### config.mk
export PLATFORM = sky130hd
export DESIGN_NAME = prog_mem_loader
export DESIGN_NICKNAME = d
export VERILOG_FILES = /design/src/rtl/prog_mem_loader.sv
export SDC_FILE = /design/constraint.sdc
export NUM_CORES = 1
export LEC_CHECK = 0
export ABC_CLOCK_PERIOD_IN_PS = 2000
export CAP_MARGIN = 20
export CORE_ASPECT_RATIO = 1.25
export CORE_MARGIN = 3
export CORE_UTILIZATION = 56
export DETAILED_ROUTE_END_ITERATION = 16
export PLACE_DENSITY = 0.75
export SYNTH_ARGS = -nofsm -noshare
export SYNTH_HDL_FRONTEND = slang
export SYNTH_SLANG_ARGS = --single-unit
### constraint.sdc
create_clock -name clock -period 2 [get_ports clock]
set_input_delay 0.2 -clock clock [delete_from_list [all_inputs] [get_ports clock]]
set_output_delay 0.2 -clock clock [all_outputs]
set_load 0.03 [all_outputs]
### src/rtl/prog_mem_loader.sv
// Program RAM for the 4-bit CPU with a framed, checksummed host loader.
// The CPU is held in reset until a complete image passes its checksum.
module prog_mem_loader #(
    parameter int         AW        = 6,
    parameter int         DW        = 8,
    parameter logic [7:0] SYNC_BYTE = 8'hA5,
    parameter int         TIMEOUT   = 1024
) (
    input  logic          clock,
    input  logic          reset,
    input  logic [AW-1:0] fetch_addr,
    output logic [DW-1:0] fetch_data,
    input  logic          in_valid,
    input  logic [7:0]    in_data,
    output logic          in_ready,
    output logic          cpu_run,
    output logic          loaded,
    output logic          load_err
);

    // state  | meaning
    // IDLE   | no image since reset; waiting for a sync byte
    // LOAD   | writing frame bytes into mem[idx], accumulating sum
    // CHECK  | waiting for the checksum byte
    // WAIT   | one-cycle commit gap, host stalled
    // RUN    | image committed, CPU released
    // ERROR  | last frame failed (bad checksum or timeout)

    localparam int             DEPTH    = 1 << AW;
    localparam int             TW       = (TIMEOUT > 2) ? $clog2(TIMEOUT) : 1;
    localparam logic [AW-1:0]  LAST_IDX = {AW{1'b1}};
    localparam logic [TW-1:0]  TMO_LAST = TW'(TIMEOUT - 1);

    typedef enum logic [2:0] {
        S_IDLE,
        S_LOAD,
        S_CHECK,
        S_WAIT,
        S_RUN,
        S_ERROR
    } state_t;

    state_t         state;
    logic [AW-1:0]  idx;
    logic [7:0]     sum;
    logic [TW-1:0]  tmo;
    logic [DW-1:0]  mem [0:DEPTH-1];

    logic           accept;
    logic           is_sync;
    logic           write_en;
    logic           timed_out;
    logic [7:0]     sum_next;

    assign in_ready  = (state != S_WAIT);
    assign accept    = in_valid & in_ready;
    assign is_sync   = (in_data == SYNC_BYTE);
    assign sum_next  = sum + in_data;
    assign timed_out = ~accept & (tmo == TMO_LAST);

    // A reset edge must never commit a byte, even with a live handshake.
    assign write_en  = accept & (state == S_LOAD) & ~reset;

    always_ff @(posedge clock) begin
        if (write_en) begin
            mem[idx] <= DW'(in_data);
        end
    end

    assign fetch_data = mem[fetch_addr];

    always_ff @(posedge clock) begin
        if (reset) begin
            state    <= S_IDLE;
            cpu_run  <= 1'b0;
            loaded   <= 1'b0;
            load_err <= 1'b0;
            idx      <= '0;
            sum      <= '0;
            tmo      <= '0;
        end else begin
            case (state)
                S_IDLE: begin
                    if (accept && is_sync) begin
                        state    <= S_LOAD;
                        idx      <= '0;
                        sum      <= '0;
                        tmo      <= '0;
                        load_err <= 1'b0;
                    end
                end

                S_LOAD: begin
                    if (accept) begin
                        sum <= sum_next;
                        idx <= idx + AW'(1);
                        tmo <= '0;
                        if (idx == LAST_IDX) begin
                            state <= S_CHECK;
                        end
                    end else if (timed_out) begin
                        state    <= S_ERROR;
                        load_err <= 1'b1;
                        loaded   <= 1'b0;
                        cpu_run  <= 1'b0;
                    end else begin
                        tmo <= tmo + TW'(1);
                    end
                end

                S_CHECK: begin
                    if (accept) begin
                        tmo <= '0;
                        if (sum_next == 8'h00) begin
                            state <= S_WAIT;
                        end else begin
                            state    <= S_ERROR;
                            load_err <= 1'b1;
                            loaded   <= 1'b0;
                            cpu_run  <= 1'b0;
                        end
                    end else if (timed_out) begin
                        state    <= S_ERROR;
                        load_err <= 1'b1;
                        loaded   <= 1'b0;
                        cpu_run  <= 1'b0;
                    end else begin
                        tmo <= tmo + TW'(1);
                    end
                end

                S_WAIT: begin
                    state   <= S_RUN;
                    loaded  <= 1'b1;
                    cpu_run <= 1'b1;
                end

                S_RUN: begin
                    if (accept && is_sync) begin
                        state    <= S_LOAD;
                        cpu_run  <= 1'b0;
                        loaded   <= 1'b0;
                        load_err <= 1'b0;
                        idx      <= '0;
                        sum      <= '0;
                        tmo      <= '0;
                    end
                end

                S_ERROR: begin
                    cpu_run  <= 1'b0;
                    loaded   <= 1'b0;
                    if (accept && is_sync) begin
                        state    <= S_LOAD;
                        load_err <= 1'b0;
                        idx      <= '0;
                        sum      <= '0;
                        tmo      <= '0;
                    end else begin
                        load_err <= 1'b1;
                    end
                end

                default: begin
                    state    <= S_IDLE;
                    cpu_run  <= 1'b0;
                    loaded   <= 1'b0;
                    load_err <= 1'b0;
                end
            endcase
        end
    end

endmodule

==> flow_summary_export.csv <==
group,metric,value,unit
outcome,outcome,"complete, but fails checks",
outcome,violations,"setup timing",
logic_synthesis,synth_top_area_share,71.5,%
floorplan,num_io_pins,29,
sta,period_share,130,%
place,port_buffers,28,
logic_synthesis,syn-instance-count,1098,
logic_synthesis,synth_area_leader_cell,"edfxtp_1",
logic_synthesis,synth-edff-count,512,
clock_network,clkLatencyLatePin,570,ps
clock_network,cts.sinks,542,
detailed_routing,routed_wl,51600,um
run,maxCapViolations,0,
sta,layout_min_cycle_time,2610,ps
clock_network,htreeDepth,2,
place,pre_cts_slack,-603,ps
layout,synthToLayoutAreaGrowth,22.8,%
logic_synthesis,ys_types,61,
place,placed_cells,1771,
detailed_routing,via_count,11900,
place,routabilityCongestion,0.898,
clock_network,tritoncts,"yes",
clock_network,cts.path.max_buffers,3,
place,dp_hpwl,32100,um
floorplan,placementRows,79,
floorplan,core,0.0376,mm2
logic_synthesis,ys_top_cells_by_count,"edfxtp_1, mux4_2, nor2_1, a22oi_1, dfxtp_1",
sta,worstMarginPinSlew,751,ps
critical_path,path_max_fanout,1,
logic_synthesis,synth_most_common_cell,"edfxtp_1",
pwr,ir_drop,0.644,mV
global_route,antenna_found_initial,0,
detailed_routing,wire_per_inst,27.7,um
floorplan,start_util,57.3,%
pwr,p_leak,8.65,nW
logic_synthesis,ys_seq_area_share,74.2,%
global_route,grt_pass1_wl,77600,um
sta,fin_setup_tns,-5090,ps
logic_synthesis,ys_async_sr_fraction,0,%
clock_network,clkTransAtPathRegs,60,ps
clock_network,cts-root-buf,"clkbuf_16",
sta,setup_ws,-609,ps
detailed_routing,drt_iter0_drc,1213,
clock_network,cts_buffers,50,
critical_path,cp.arrival,2410,ps
critical_path,crit_type,"reg2out",
layout,stdcell_area,0.0264,mm2
logic_synthesis,mappedNetlistArea,0.0215,mm2
global_route,grt_max_degree,65,
sta,max-slew-margin-rel,49.9,%
logic_synthesis,ys_warn_count,0,
sta,fmax,383,MHz
logic_synthesis,ys_ff_latch,542,
critical_path,critPathLaunchType,"register",
critical_path,end_kind,"output port",
global_route,grt_pass1_vias,12400,
layout,n_antenna_cell,0,
logic_synthesis,ys_dominant_reg_cell,"edfxtp_1",
sta,drv_slew,0,
sta,hold_viol,0,
logic_synthesis,syn-num-nets,1125,
place,dpl-instance-area,0.0242,mm2
critical_path,cp.required,1800,ps
detailed_routing,vias_per_cell,6.36,
hold_path,hold_path_class,"in2reg",
layout,stdcell_count,1865,
global_route,grt_overflow,0,
floorplan,die_h,225,um
layout,nets,1371,
pwr,p_per_area,877,mW/mm2
detailed_routing,drc,0,
layout,n_fill_cell,2189,
sta,skew,19.9,ps
logic_synthesis,ys_top_cells_by_area,"edfxtp_1, mux4_2, dfxtp_1",
logic_synthesis,postSynthAreaPerCell,19.6,um2
sta,setup_viol,14,
pwr,total_power,0.0232,W
detailed_routing,ant_nets,0,
sta,rsz0062_at_grt,"true",
layout,drive_gt1_share,40.0,%
global_route,track_usage,25.4,%
floorplan,dieWidth,181,um
floorplan,die-area,0.0408,mm2
detailed_routing,first_pass_iters,5,
[registers in the layout, indices dropped and copies added, names as in the netlist]
signal	count
mem	512
sum	8
loaded	1
state	3
tmo	10
load_err	1
cpu_run	1
idx	6
[what timing repair did]
item | CTS | global route
gates resized for setup | 72 | 54
hold buffers | 0 | 0
setup buffers | 4 | 5
setup endpoints to repair | 15 | 412
pin swaps | 47 | 23
[routing by layer]
metal / GRT usage, % / up-vias / wire (um)
li1: - / 5038 / -
met1: 32.9 / 6138 / 19000
met2: 44.6 / 556 / 27300
met3: 3.39 / 131 / 3340
met4: 9.44 / 0 / 2050
met5: 0 / - / 0
[logic make-up after synthesis]
logic type	share of synthesized area, %
AO/OA/AOI/OAI	4.54
XOR/XNOR	0.692
adder cells (fa/ha/maj)	0.616
buffers and inverters	1.55
flip-flops	74.2
multiplexers	13.5
AND/OR/NAND/NOR	4.85
[report_power, final]
| part | switching [W] | internal (W) |
|---|---|---|
| Combinational | 0.000797 | 0.000633 |
| Sequential | 0.000000327 | 0.0124 |
| Clock | 0.00395 | 0.00540 |
[per-stage QoR]
step           util [%]  hold slack, ps
2_1_floorplan         -             299
3_3_place_gp       64.5             461
3_5_place_dp       64.5             465
4_1_cts            69.7            38.3
5_1_grt            70.4            35.5
6_report           70.4            62.1
[worst max-delay path, stage by stage (launching register included)]
cell	delay, ps
edfxtp_1	390
mux4_2	490
a22o_1	270
a221oi_2	250
buf_4	180
o221ai_4	90
buf_6	160
[layout by cell type, fill, tap and decap left out, types with 5 or more instances in the layout]
cell and instances:
nand2_1 25, buf_4 174, inv_1 5, nand2b_1 6, clkinv_2 6, buf_6 22, bufinv_16 6, buf_2 8
nor2_1 68, clkbuf_16 51, clkbuf_1 7, a22o_1 18, xnor2_1 10, ha_1 8, mux4_2 125, a221oi_1 5
clkinv_1 13, edfxtp_1 512, a21oi_1 10, dfxtp_1 28, nand3_1 10, a22oi_2 33, nand4_1 7, xor2_1 5
nor2b_1 9, clkdlybuf4s50_1 8, buf_12 37, nor2_2 30, a221oi_2 8, a22oi_1 16, nand3b_1 7
[area by class of cell]
type | instances | area, um2 | share of cell area [%]
clock buffer | 58 | 1300 | 4.93
tap | 486 | 608 | 2.30
inverter | 6 | 22.5 | 0.0852
multi-input combinational | 492 | 5780 | 21.9
clock inverter | 29 | 288 | 1.09
sequential | 542 | 16000 | 60.5
timing repair buffer | 252 | 2450 | 9.28
[worst paths after layout]
path,from,end,slack [ps],cells past startpoint
min,in_data[3],mem[42][3],60,1
max,mem[26][5],fetch_data[5],-610,6
min reg2reg,sum[3],sum[3],480,1
max reg2reg,sum[0],cpu_run,-250,8
Note: power is estimated with default switching activity, not from simulation.
==> RTL change 1, RTL diff (config.mk and constraints unchanged) <==
The parameter `TIMEOUT` goes from 1024 to 4096.
--- a/src/rtl/prog_mem_loader.sv
+++ b/src/rtl/prog_mem_loader.sv
@@ -4,7 +4,7 @@
     parameter int         AW        = 6,
     parameter int         DW        = 8,
     parameter logic [7:0] SYNC_BYTE = 8'hA5,
-    parameter int         TIMEOUT   = 1024
+    parameter int         TIMEOUT   = 4096
 ) (
     input  logic          clock,
     input  logic          reset,
Function: same outputs for any inputs over 4 cycles, from zero or initial values and one cycle with reset high; that may be too few to reach the edited logic, so the function may still have changed.
==> RTL change 1 against the original RTL <==
  * The flow still finishes with violations (negative setup slack)
  * Area after synthesis up 1.4%
  * Power down 0.60%
  * Clock skew down 0.00090 ns
  * Wire length down 2.3%
  * Largest cell class unchanged
  * Setup slack worse by 0.27 ns
  * Sequential share of layout area down 1.7 points
  * Sequential cell count up 2
  * Cell area up 3.1%
==> RTL change 1: results (changes against the original RTL) <==
final_nets: 1369  # was 1,371
yosys-top-cells-count: "edfxtp_1, mux4_2, nor2_1"  # unchanged
holdWs_ns: 0.157  # was 0.0621 ns
routed_wirelength_um: 50400  # was 51,600 um
violations: "negative setup slack"  # unchanged
clk_latency_ns: 0.57  # about the same
worstPathArrival_ns: 2.68  # was 2.41 ns
ys_types: 52  # was 61
num_antenna_cells: 0  # unchanged
status: "finished with violations"  # unchanged
worst_slack_ns: -0.882  # was -0.609 ns
routed_via_density: 6.22  # was 6.36
r2r-start: "sum[0]$_SDFFE_PP0P_"  # unchanged
hpwlAfterDp_um: 32900  # was 32,100 um
gp_congestion: 0.847  # was 0.898
reg2reg_to: "load_err$_SDFFE_PP0P_"  # was cpu_run$_SDFFE_PP0P_
grt_antenna_before_repair: 2  # was 0
drt_pass1_iterations: 5  # unchanged
grt_util_all_layers: 0.250  # was 0.254
grt_pass1_vias: 12134  # was 12,403
async_flop_share: 0  # unchanged
worstPathMaxFanout: 1  # unchanged
clock_path_buffers: 3  # unchanged
top_regs: "mem: 512 flops, tmo: 12 flops, sum: 8 flops"  # was mem: 512 flops, tmo: 10 flops, sum: 8 flops
p_leak_nw: 8.78  # was 8.65 nW
cts_root_buf: "clkbuf_16"  # unchanged
synth_fp_nets: 1119  # was 1,125
ys_warn_count: 0  # unchanged
min_to: "mem[3][1]$_DFFE_PP_"  # was mem[42][3]$_DFFE_PP_
worst_slew_pin_slew_ns: 0.777  # was 0.751 ns
drt_iter0_markers: 1301  # was 1,213
synth.area.top_cells: "edfxtp_1, mux4_2, dfxtp_1, nor2_1, a21oi_1"  # was edfxtp_1, mux4_2, dfxtp_1, nor2_1, a22oi_1
hp-start: "in_data[1]"  # was in_data[3]
drive_gt1_frac: 0.434  # was 0.400
rrSetupSlack_ns: -0.36  # was -0.25 ns
irDropWorstVdd_mv: 0.606  # was 0.644 mV
grt_pass1_wl_um: 76600  # was 77,600 um
synth_edf_count: 512  # unchanged
clock_skew_ns: 0.0190  # was 0.0199 ns
ys_seq_area_frac: 0.734  # was 0.742
gr-total-overflow: 0  # unchanged
whs_path_depth: 2  # was 1
numCtsBuffers: 51  # was 50
r2r_cells: 9  # was 8
finalSetupViolations: 13  # was 14
## RTL change 1: layout make-up
cell class / instances / area, um2
multi-input combinational: 482 / 6210
inverter: 8 / 30.0
clock buffer: 60 / 1310
clock inverter: 34 / 268
fill: 2191 / 11100
timing repair buffer: 255 / 2790
tap: 492 / 616
sequential: 544 / 16000
## RTL change 1: routing by layer
metal	up-vias	GRT usage	routed length (um)	part of all wire
met5	-	0	0	0
met4	0	0.0703	1400	0.028
met3	89	0.0385	3290	0.065
met2	507	0.434	26500	0.53
met1	6064	0.334	19200	0.38
li1	5007	-	-	-
## RTL change 1: where the power goes
| group | internal (mW) | switching (mW) |
|---|---|---|
| Clock | 5.10 | 4.12 |
| Sequential | 12.4 | 0.000251 |
| Combinational | 0.652 | 0.729 |
| Total | 18.2 | 4.85 |
## RTL change 1: metrics by stage
stage	setup TNS, ns	setup WS (ns)	area (um2)	std cells	total power [mW]
floorplan	-18.40	-0.199	22500	1092	13.4
global placement	-54.83	-1.03	25400	1770	14.0
detailed placement	-67.14	-1.07	25400	1770	14.0
CTS	-8.17	-0.904	27100	1865	23.1
global route	-8.91	-0.932	27200	1875	23.7
finish	-7.95	-0.882	27200	1875	23.0
## RTL change 1: critical path, cell delays in order, from the launching register on
cell and delay, ns:
edfxtp_1 0.40, mux4_2 0.53, mux4_2 0.52, mux4_2 0.51, buf_6 0.16
## RTL change 1: what timing repair did
action	4_1_cts	5_1_grt
gates resized for setup	61	19
buffers inserted	1	10
pin swaps	15	10
setup endpoints to repair	22	131
## RTL change 1: logic make-up (layout without fill, tap and decap cells)
family	count (synthesis)	count (layout)	share of synthesized area
fa+ha+maj	10	10	0.00608
simple gates	209	209	0.0457
xor+xnor	16	16	0.00642
compound gates	76	76	0.0237
flops	544	544	0.734
buf+inv	66	357	0.0130
mux	171	171	0.171
## RTL change 1: worst max path at each step
stage / from / endpoint / slack (ns) / cells past startpoint
CTS: mem[0][1]$_DFFE_PP_ / fetch_data[1] / -0.90 / 4
global route: mem[0][1]$_DFFE_PP_ / fetch_data[1] / -0.93 / 4
detailed placement: fetch_addr[0] / fetch_data[7] / -1.07 / 9
global placement: fetch_addr[0] / fetch_data[7] / -1.03 / 9
finish: mem[0][1]$_DFFE_PP_ / fetch_data[1] / -0.88 / 4
floorplan: fetch_addr[0] / fetch_data[1] / -0.20 / 5
==> RTL change 2, RTL diff (same flow settings) <==
Made on the original files. Encoding of `state_t`: now one-hot (6 bits for 6 states).
--- a/src/rtl/prog_mem_loader.sv
+++ b/src/rtl/prog_mem_loader.sv
@@ -31,13 +31,13 @@
     localparam logic [AW-1:0]  LAST_IDX = {AW{1'b1}};
     localparam logic [TW-1:0]  TMO_LAST = TW'(TIMEOUT - 1);
 
-    typedef enum logic [2:0] {
-        S_IDLE,
-        S_LOAD,
-        S_CHECK,
-        S_WAIT,
-        S_RUN,
-        S_ERROR
+    typedef enum logic [5:0] {
+        S_IDLE  = 6'b000001,
+        S_LOAD  = 6'b000010,
+        S_CHECK = 6'b000100,
+        S_WAIT  = 6'b001000,
+        S_RUN   = 6'b010000,
+        S_ERROR = 6'b100000
     } state_t;
 
     state_t         state;
Function: no difference found for any inputs over 4 cycles, from zero or initial values and one cycle with reset high; so few cycles prove little.
==> RTL change 2 against the original RTL <==
  * The flow still finishes with violations (negative setup slack)
  * Die area increased by 1.1%
  * Global-route usage decreased by 0.12 points
  * Sequential cell count increased by 3
  * Wire length increased by 0.62%
  * Cell area increased by 4.8%
  * Area after synthesis increased by 1.2%
  * Fmax decreased by 11%
  * Setup slack got worse by 0.32 ns
  * Via count decreased by 2.1%
  * Cell count decreased by 0.54%
  * Combinational power increased by 45%
  * Critical path type unchanged
  * Largest cell class unchanged
  * Count of clock-buffer cells in the layout increased by 4
  * Critical endpoint unchanged
  * Power increased by 2.3%
==> RTL change 2: results (changes against the original RTL) <==
path_delay_family: "multiplexers"  # was compound AO/OA/AOI/OAI gates
fill_cells: 2123  # was 2,189
synth_compound_area_frac: 0.0215  # was 0.0454
cts.sinks: 545  # was 542
n_all_buffers: 248  # was 252
grt_max_degree: 66  # was 65
crit_start: "mem[47][5]$_DFFE_PP_"  # was mem[26][5]$_DFFE_PP_
violations: "negative setup slack"  # unchanged
wl_met1_um: 18600  # was 19,000 um
grt_pass1_wl_um: 76200  # was 77,600 um
worstPathArrival_ns: 2.73  # was 2.41 ns
final_nets: 1352  # was 1,371
syn_area_mm2: 0.0218  # was 0.0215 mm2
clkbuf_count: 62  # was 58
reg2reg_to: "state[5]$_SDFFE_PP0P_"  # was cpu_run$_SDFFE_PP0P_
clk_share: 0.0557  # was 0.0602
drive_gt1_frac: 0.451  # was 0.400
postCtsSetupBuffers: 35  # was 4
maxUsedRoutingLayer: "met5"  # was met4
grt_use_met1: 0.317  # was 0.329
holdWs_ns: 0.173  # was 0.0621 ns
yosys-top-cells-count: "edfxtp_1, mux4_2, nor2_1"  # unchanged
worst_slack_ns: -0.927  # was -0.609 ns
dp_slack_ns: -1.06  # was -0.603 ns
num_vias: 11617  # was 11,863
synthAdderAreaFrac: 0.00609  # was 0.00616
sequentialPowerShare: 0.528  # was 0.535
post_synth_mux_area_share: 0.173  # was 0.135
routed_wirelength_um: 51900  # was 51,600 um
drt_iter0_markers: 1136  # was 1,213
multi_input_area_mm2: 0.00654  # was 0.00578 mm2
routed_via_density: 6.26  # was 6.36
p_leak_nw: 8.82  # was 8.65 nW
status: "finished with violations"  # unchanged
ys_seq_area_frac: 0.737  # was 0.742
finalSetupViolations: 527  # was 14
[RTL change 2: cell types whose count changed in the layout (fill, tap and decap cells not counted), moves of 29 or more]
cell and change:
nor2_1 -38, nor2_2 -29, nor2_4 +64, a22oi_2 -33, buf_12 +36, buf_4 -59, mux4_2 +39
[RTL change 2: worst min-delay path by stage]
| stage | startpoint | cells past startpoint | endpoint |
|---|---|---|---|
| after global routing | in_data[0] | 4 | sum[0]$_SDFFE_PP0P_ |
| after CTS | in_data[0] | 4 | sum[0]$_SDFFE_PP0P_ |
| after floorplan | in_data[0] | 0 | mem[0][0]$_DFFE_PP_ |
| after global placement | sum[2]$_SDFFE_PP0P_ | 2 | sum[2]$_SDFFE_PP0P_ |
| final | in_data[0] | 4 | sum[0]$_SDFFE_PP0P_ |
| after detailed placement | sum[2]$_SDFFE_PP0P_ | 2 | sum[2]$_SDFFE_PP0P_ |
